**src/rtl/sodor_dmem_initiator.sv**
```systemverilog
// -----------------------------------------------------------------------------
// sodor_dmem_initiator
//
// Core-side data-memory initiator for the Sodor fuzzing harness. Accepts one
// load/store command at a time, drives a single-beat request toward the memory
// model and returns one completion per command. Sub-word loads are lane-selected
// and optionally sign-extended. Every read phase is bounded by a response
// timeout so a silent memory model cannot stall a fuzz run.
//
// Optional feature macro: SODOR_DMEM_RMW_EN
//   defined   : byte/half stores are done as read-modify-write (read the word,
//               merge the lane, write the word back).
//   undefined : byte/half stores complete immediately with rsp_err=1 and no
//               bus traffic; the merge datapath is not built.
//
// Parameters
//   TIMEOUT_CYCLES   max cycles spent waiting for a read response (>= 1)
//
// Ports
//   clk, rst_n         clock (rising edge), asynchronous active-low reset
//   cmd_*              command channel (valid/ready), write/size/signed/addr/wdata
//   dmem_req_*         request toward memory: word-aligned addr, data, strobe,
//                      write enable (strobe is a one-cycle pulse per beat)
//   dmem_resp_*        read response from memory (only observed while waiting)
//   rsp_*              completion channel (valid/ready), load data and error
// -----------------------------------------------------------------------------
module sodor_dmem_initiator #(
  parameter int TIMEOUT_CYCLES = 16
) (
  input  logic        clk,
  input  logic        rst_n,

  input  logic        cmd_valid,
  output logic        cmd_ready,
  input  logic        cmd_write,
  input  logic [1:0]  cmd_size,
  input  logic        cmd_signed,
  input  logic [31:0] cmd_addr,
  input  logic [31:0] cmd_wdata,

  output logic [31:0] dmem_req_addr,
  output logic [31:0] dmem_req_data,
  output logic        dmem_req_valid,
  output logic        dmem_req_write_en,

  input  logic        dmem_resp_valid,
  input  logic [31:0] dmem_resp_data,

  output logic        rsp_valid,
  input  logic        rsp_ready,
  output logic [31:0] rsp_data,
  output logic        rsp_err
);

  // Counter must be able to hold TIMEOUT_CYCLES-1; one spare bit is harmless.
  localparam int CW = $clog2(TIMEOUT_CYCLES + 1);
  localparam logic [CW-1:0] CNT_LAST = CW'(TIMEOUT_CYCLES - 1);

  typedef enum logic [2:0] {
    IDLE,
    RD_REQ,
    RD_WAIT,
    WR_REQ,
    RESP
  } state_t;

  state_t        state;
  logic [CW-1:0] wait_cnt;

  // Latched command attributes needed after accept.
  logic [1:0]    op_size;
  logic [1:0]    op_lane;
  logic          op_signed;
`ifdef SODOR_DMEM_RMW_EN
  logic          op_write;
  logic [15:0]   op_wdata;
`endif

  // ---------------------------------------------------------------------------
  // Command classification (evaluated on the live command at accept time)
  // ---------------------------------------------------------------------------
  logic cmd_bad_align;
  logic cmd_subword_store;
  logic cmd_err;
  logic cmd_needs_read;

  assign cmd_bad_align = (cmd_size == 2'd3) ||
                         ((cmd_size == 2'd1) && cmd_addr[0]) ||
                         ((cmd_size == 2'd2) && (cmd_addr[1:0] != 2'b00));

  assign cmd_subword_store = cmd_write && (cmd_size != 2'd2);

`ifdef SODOR_DMEM_RMW_EN
  assign cmd_err        = cmd_bad_align;
  assign cmd_needs_read = !cmd_write || cmd_subword_store;
`else
  // Without RMW a byte/half store cannot be expressed on a word-only bus.
  assign cmd_err        = cmd_bad_align || cmd_subword_store;
  assign cmd_needs_read = !cmd_write;
`endif

  // ---------------------------------------------------------------------------
  // Load data extraction from the live response word
  // ---------------------------------------------------------------------------
  logic [7:0]  resp_byte [4];
  logic [7:0]  sel_byte;
  logic [15:0] sel_half;
  logic [31:0] load_data;

  generate
    for (genvar gi = 0; gi < 4; gi++) begin : g_resp_bytes
      assign resp_byte[gi] = dmem_resp_data[8*gi +: 8];
    end
  endgenerate

  assign sel_byte = resp_byte[op_lane];
  assign sel_half = op_lane[1] ? dmem_resp_data[31:16] : dmem_resp_data[15:0];

  always_comb begin
    load_data = dmem_resp_data;
    case (op_size)
      2'd0:    load_data = {{24{op_signed & sel_byte[7]}}, sel_byte};
      2'd1:    load_data = {{16{op_signed & sel_half[15]}}, sel_half};
      default: load_data = dmem_resp_data;
    endcase
  end

`ifdef SODOR_DMEM_RMW_EN
  // ---------------------------------------------------------------------------
  // Store merge: overwrite the addressed byte/half of the read word.
  // For half stores, even byte lanes take wdata[7:0] and odd lanes wdata[15:8].
  // ---------------------------------------------------------------------------
  logic [31:0] merged_word;

  generate
    for (genvar gi = 0; gi < 4; gi++) begin : g_merge
      localparam logic [1:0] LANE = 2'(gi);
      logic lane_hit;
      logic [7:0] src_byte;

      assign lane_hit = ((op_size == 2'd0) && (op_lane == LANE)) ||
                        ((op_size == 2'd1) && (op_lane[1] == LANE[1]));
      assign src_byte = ((op_size == 2'd1) && LANE[0]) ? op_wdata[15:8]
                                                       : op_wdata[7:0];
      assign merged_word[8*gi +: 8] = lane_hit ? src_byte : resp_byte[gi];
    end
  endgenerate
`endif

  // ---------------------------------------------------------------------------
  // Control FSM with registered outputs
  // ---------------------------------------------------------------------------
  always_ff @(posedge clk or negedge rst_n) begin
    if (!rst_n) begin
      state             <= IDLE;
      wait_cnt          <= '0;
      op_size           <= 2'd0;
      op_lane           <= 2'd0;
      op_signed         <= 1'b0;
`ifdef SODOR_DMEM_RMW_EN
      op_write          <= 1'b0;
      op_wdata          <= 16'd0;
`endif
      cmd_ready         <= 1'b1;
      dmem_req_addr     <= 32'd0;
      dmem_req_data     <= 32'd0;
      dmem_req_valid    <= 1'b0;
      dmem_req_write_en <= 1'b0;
      rsp_valid         <= 1'b0;
      rsp_data          <= 32'd0;
      rsp_err           <= 1'b0;
    end else begin
      case (state)
        IDLE: begin
          // cmd_ready is high exactly while in IDLE, so cmd_valid is the handshake.
          if (cmd_valid) begin
            cmd_ready     <= 1'b0;
            op_size       <= cmd_size;
            op_lane       <= cmd_addr[1:0];
            op_signed     <= cmd_signed;
`ifdef SODOR_DMEM_RMW_EN
            op_write      <= cmd_write;
            op_wdata      <= cmd_wdata[15:0];
`endif
            dmem_req_addr <= {cmd_addr[31:2], 2'b00};
            if (cmd_err) begin
              state     <= RESP;
              rsp_valid <= 1'b1;
              rsp_err   <= 1'b1;
              rsp_data  <= 32'd0;
            end else if (cmd_needs_read) begin
              state             <= RD_REQ;
              dmem_req_valid    <= 1'b1;
              dmem_req_write_en <= 1'b0;
            end else begin
              state             <= WR_REQ;
              dmem_req_valid    <= 1'b1;
              dmem_req_write_en <= 1'b1;
              dmem_req_data     <= cmd_wdata;
            end
          end
        end

        RD_REQ: begin
          dmem_req_valid <= 1'b0;
          wait_cnt       <= '0;
          state          <= RD_WAIT;
        end

        RD_WAIT: begin
          // A response arriving on the final wait cycle still wins over timeout.
          if (dmem_resp_valid) begin
`ifdef SODOR_DMEM_RMW_EN
            if (op_write) begin
              state             <= WR_REQ;
              dmem_req_valid    <= 1'b1;
              dmem_req_write_en <= 1'b1;
              dmem_req_data     <= merged_word;
            end else begin
              state     <= RESP;
              rsp_valid <= 1'b1;
              rsp_err   <= 1'b0;
              rsp_data  <= load_data;
            end
`else
            state     <= RESP;
            rsp_valid <= 1'b1;
            rsp_err   <= 1'b0;
            rsp_data  <= load_data;
`endif
          end else if (wait_cnt == CNT_LAST) begin
            state     <= RESP;
            rsp_valid <= 1'b1;
            rsp_err   <= 1'b1;
            rsp_data  <= 32'd0;
          end else begin
            wait_cnt <= wait_cnt + 1'b1;
          end
        end

        WR_REQ: begin
          // Writes are posted: no response is expected from memory.
          dmem_req_valid    <= 1'b0;
          dmem_req_write_en <= 1'b0;
          state             <= RESP;
          rsp_valid         <= 1'b1;
          rsp_err           <= 1'b0;
          rsp_data          <= 32'd0;
        end

        RESP: begin
          if (rsp_ready) begin
            state     <= IDLE;
            cmd_ready <= 1'b1;
            rsp_valid <= 1'b0;
            rsp_err   <= 1'b0;
            rsp_data  <= 32'd0;
          end
        end

        default: begin
          state     <= IDLE;
          cmd_ready <= 1'b1;
        end
      endcase
    end
  end

endmodule

```
**config.mk**
```make
export PLATFORM = sky130hd
export DESIGN_NAME = sodor_dmem_initiator
export DESIGN_NICKNAME = d
export VERILOG_FILES = /design/src/rtl/sodor_dmem_initiator.sv
export SDC_FILE = /design/constraint.sdc
export NUM_CORES = 1
export LEC_CHECK = 0
export ABC_AREA = 1
export BUFFER_PORTS_ARGS = -buffer_cell sky130_fd_sc_hd__buf_4
export CORE_ASPECT_RATIO = 1.4
export CORE_MARGIN = 2
export CORE_UTILIZATION = 35
export DETAILED_ROUTE_END_ITERATION = 6
export HOLD_SLACK_MARGIN = 0.08
export SYNTH_ARGS = -nofsm -noshare
export SYNTH_HDL_FRONTEND = slang
export SYNTH_SLANG_ARGS = --single-unit
```
**constraint.sdc**
```tcl
create_clock -name clk -period 1.7 [get_ports clk]
set_input_delay 0.17 -clock clk [delete_from_list [all_inputs] [get_ports clk]]
set_output_delay 0.17 -clock clk [all_outputs]
set_load 0.05 [all_outputs]
```
==> results.yml <==
outcome:
  status: "complete, but fails checks"
  violations: "negative setup slack"
setup_path:
  critPathCaptureType: "flop"
  crit_fanout: 22
  cp.arrival_ns: 1.96
  worstRegToRegCells: 12
  reg2reg_slack_ns: -0.02
  r2r-end: "rsp_data[22]"
  cp-start-kind: "flop"
  r2r-start: "wait_cnt[1]"
  critPathKind: "reg -> reg"
  critPathRequiredTime_ns: 1.94
final_layout:
  final_common_cell: "nand2_1"
  final_util: 0.552
  finalNonFillerCells: 1137
  design_area_sq_um: 8010
  syn2layout_area_growth_pct: 53.9
  fin_nets: 1050
  layout-drive-gt1-share: 0.291
  n_fill_cell: 1348
  most-common-layout-cells: "nand2_1 (331), buf_4 (215), dfrtp_1 (111)"
  num_antenna_cells: 0
worst_hold_path:
  hold_class: "in -> reg"
  hold_start: "cmd_wdata[4]"
  hold_path_depth: 3
  min_to: "dmem_req_data[4]"
floorplanning:
  core-area_sq_um: 14500
  initial_core_util: 0.359
  die_area_sq_um: 15900
  num_rows: 52
  fp.dieW_um: 107
  ios: 206
  die_h_um: 148
run:
  cap_violations: 0
yosys:
  synth_top_area_share: 0.534
  syn_area_per_cell_sq_um: 7.77
  ys.warnings.count: 0
  yosys_register_bits: 112
  yosys.cell_types.count: 34
  yosysTopAreaCell: "dfrtp_1"
  netlist_area_sq_um: 5210
  netlist_instances: 670
  yosysSeqAreaShare: 0.539
  synth_area_leaders: "dfrtp_1 (53%), nand2_1 (24%), inv_1 (3.2%), nor2_1 (3.2%), o21ai_1 (3.1%)"
detailed_routing:
  wl_um: 15800
  viasPerCell: 4.52
  wl_per_cell_um: 13.9
  antenna_left: 0
  drcViolationCount: 0
  num_vias: 5138
  firstDrtPassIters: 5
  first_iter_violations: 201
placed_design:
  dp_cells: 1053
  globalplace.congestion: 0.882
  port_buffers: 203
  hpwl_um: 11000
  placed_area_sq_um: 7010
sta:
  setup_violations: 14
  holdWs_ns: 0.0951
  timing.final.crit_share: 1.01
  fmax_ghz: 0.582
  min_period_ns: 1.72
  hold_viol: 0
  drv_slew: 0
  rsz0062_at_grt: "true"
  fin_skew_ns: 0.00854
  layout_setup_ws_ns: -0.0183
cts:
  cts_tree: "done"
  cts_root_buf: "clkbuf_16"
  clkTransAtPathRegs_ns: 0.08
  clkSinkCount: 112
  clk_latency_ns: 0.35
  cts_max_level: 3
  clk_path_buf_depth: 2
  numCtsBuffers: 9
global_route:
  grt.overflow.total: 0
  grt_pass1_vias: 5284
  grt_max_degree: 65
  antenna_found_initial: 0
  grt_use_total: 0.204
  grt_pass1_wl_um: 25700
pwr:
  irDropWorstVdd_uv: 1260
  p_per_area_nw_per_um2: 1820
  power.leakage_nw: 4.50
  power_mw: 14.6
## synthesized netlist by cell type (all sizes together)
library cell / count
buf: 21
o22ai: 1
a31oi: 1
inv: 54
nor3b: 1
nand4: 2
o21ai: 43
dfstp: 1
ha: 2
nor2: 50
nand2: 345
a21oi: 4
clkinv: 1
clkbuf: 6
conb: 1
dfrtp: 111
xor2: 1
nand3b: 1
or2: 1
nand3: 23
## layer usage
layer / part of all wire / GRT usage / wire length [um]
met1: 0.41 / 0.245 / 6410
met2: 0.50 / 0.352 / 7850
met3: 0.078 / 0.0539 / 1240
met4: 0.019 / 0.0656 / 305
met5: 0 / 0 / 0
## final cells by class
| class | instances | area [sq um] | area share |
|---|---|---|---|
| clock buffers | 11 | 253 | 0.0315 |
| clock inverters | 5 | 38.8 | 0.00484 |
| inverters | 55 | 214 | 0.0267 |
| multi-input cells | 477 | 2080 | 0.259 |
| flip-flops and latches | 112 | 2800 | 0.350 |
| well taps | 189 | 236 | 0.0295 |
| repair buffers | 288 | 2390 | 0.298 |
## how the worst max path moves through the flow
stage,cells past startpoint,slack [ns],startpoint,to
4_1_cts,12,0.002,wait_cnt[1],rsp_data[7]
5_1_grt,12,-0.14,wait_cnt[1],rsp_data[14]
2_1_floorplan,12,0.06,wait_cnt[0],rsp_data[12]
3_3_place_gp,12,0.04,wait_cnt[1],rsp_data[13]
3_5_place_dp,12,0.002,wait_cnt[0],rsp_data[26]
6_report,12,-0.02,wait_cnt[1],rsp_data[22]
## state kept, by name (all words and copies together) (netlist names)
| register | count |
|---|---|
| state | 3 |
| wait_cnt | 5 |
| dmem_req_valid | 1 |
| dmem_req_data | 32 |
| op_signed | 1 |
| op_lane | 2 |
| op_size | 2 |
| rsp_valid | 1 |
| dmem_req_addr | 30 |
| rsp_err | 1 |
| dmem_req_write_en | 1 |
| cmd_ready | 1 |
| rsp_data | 32 |
## critical path, cell delays in order (launching register included)
cell and delay [ns]:
dfrtp_1 0.37, ha_2 0.19, nand2_2 0.05, nor2_1 0.09
ha_2 0.18, inv_2 0.04, nand2_2 0.07, nor2_4 0.05
nor2_4 0.12, nand3_4 0.12, buf_12 0.18, nand2_1 0.07
nand2_1 0.05
## timing repair
action / CTS / global route
hold endpoints to repair: 176 / 0
gates cloned: 0 / 1
gates resized for setup: 1 / 14
hold buffers: 66 / 0
pin swaps: 0 / 3
setup endpoints to repair: 27 / 66
setup buffers: 0 / 1
## logic make-up after synthesis
logic type | after synthesis | synth area share
AO/OA/AOI/OAI | 49 | 0.0483
buffers and inverters | 82 | 0.0704
flip-flops | 112 | 0.539
AND/OR/NAND/NOR | 423 | 0.335
other | 1 | 0.000720
XOR/XNOR | 1 | 0.00168
adder cells (fa/ha/maj) | 2 | 0.00481
## through the flow
| stage | TNS [ns] | worst slack (ns) |
|---|---|---|
| global route | -3.52 | -0.141 |
| CTS | 0 | 0.00244 |
| detailed placement | 0 | 0.00203 |
| global placement | 0 | 0.0439 |
| finish | -0.0902 | -0.0183 |
| floorplan | 0 | 0.0562 |
## power by group
group | total (mW) | switching, mW | internal [mW] | leakage [nW]
sequential | 4.32 | 0.663 | 3.66 | 1.45
combinational | 8.12 | 5.63 | 2.50 | 2.92
clock | 2.11 | 1.02 | 1.09 | 0.143
total | 14.6 | 7.31 | 7.24 | 4.50
No activity file was read; power rests on OpenSTA's default activity.
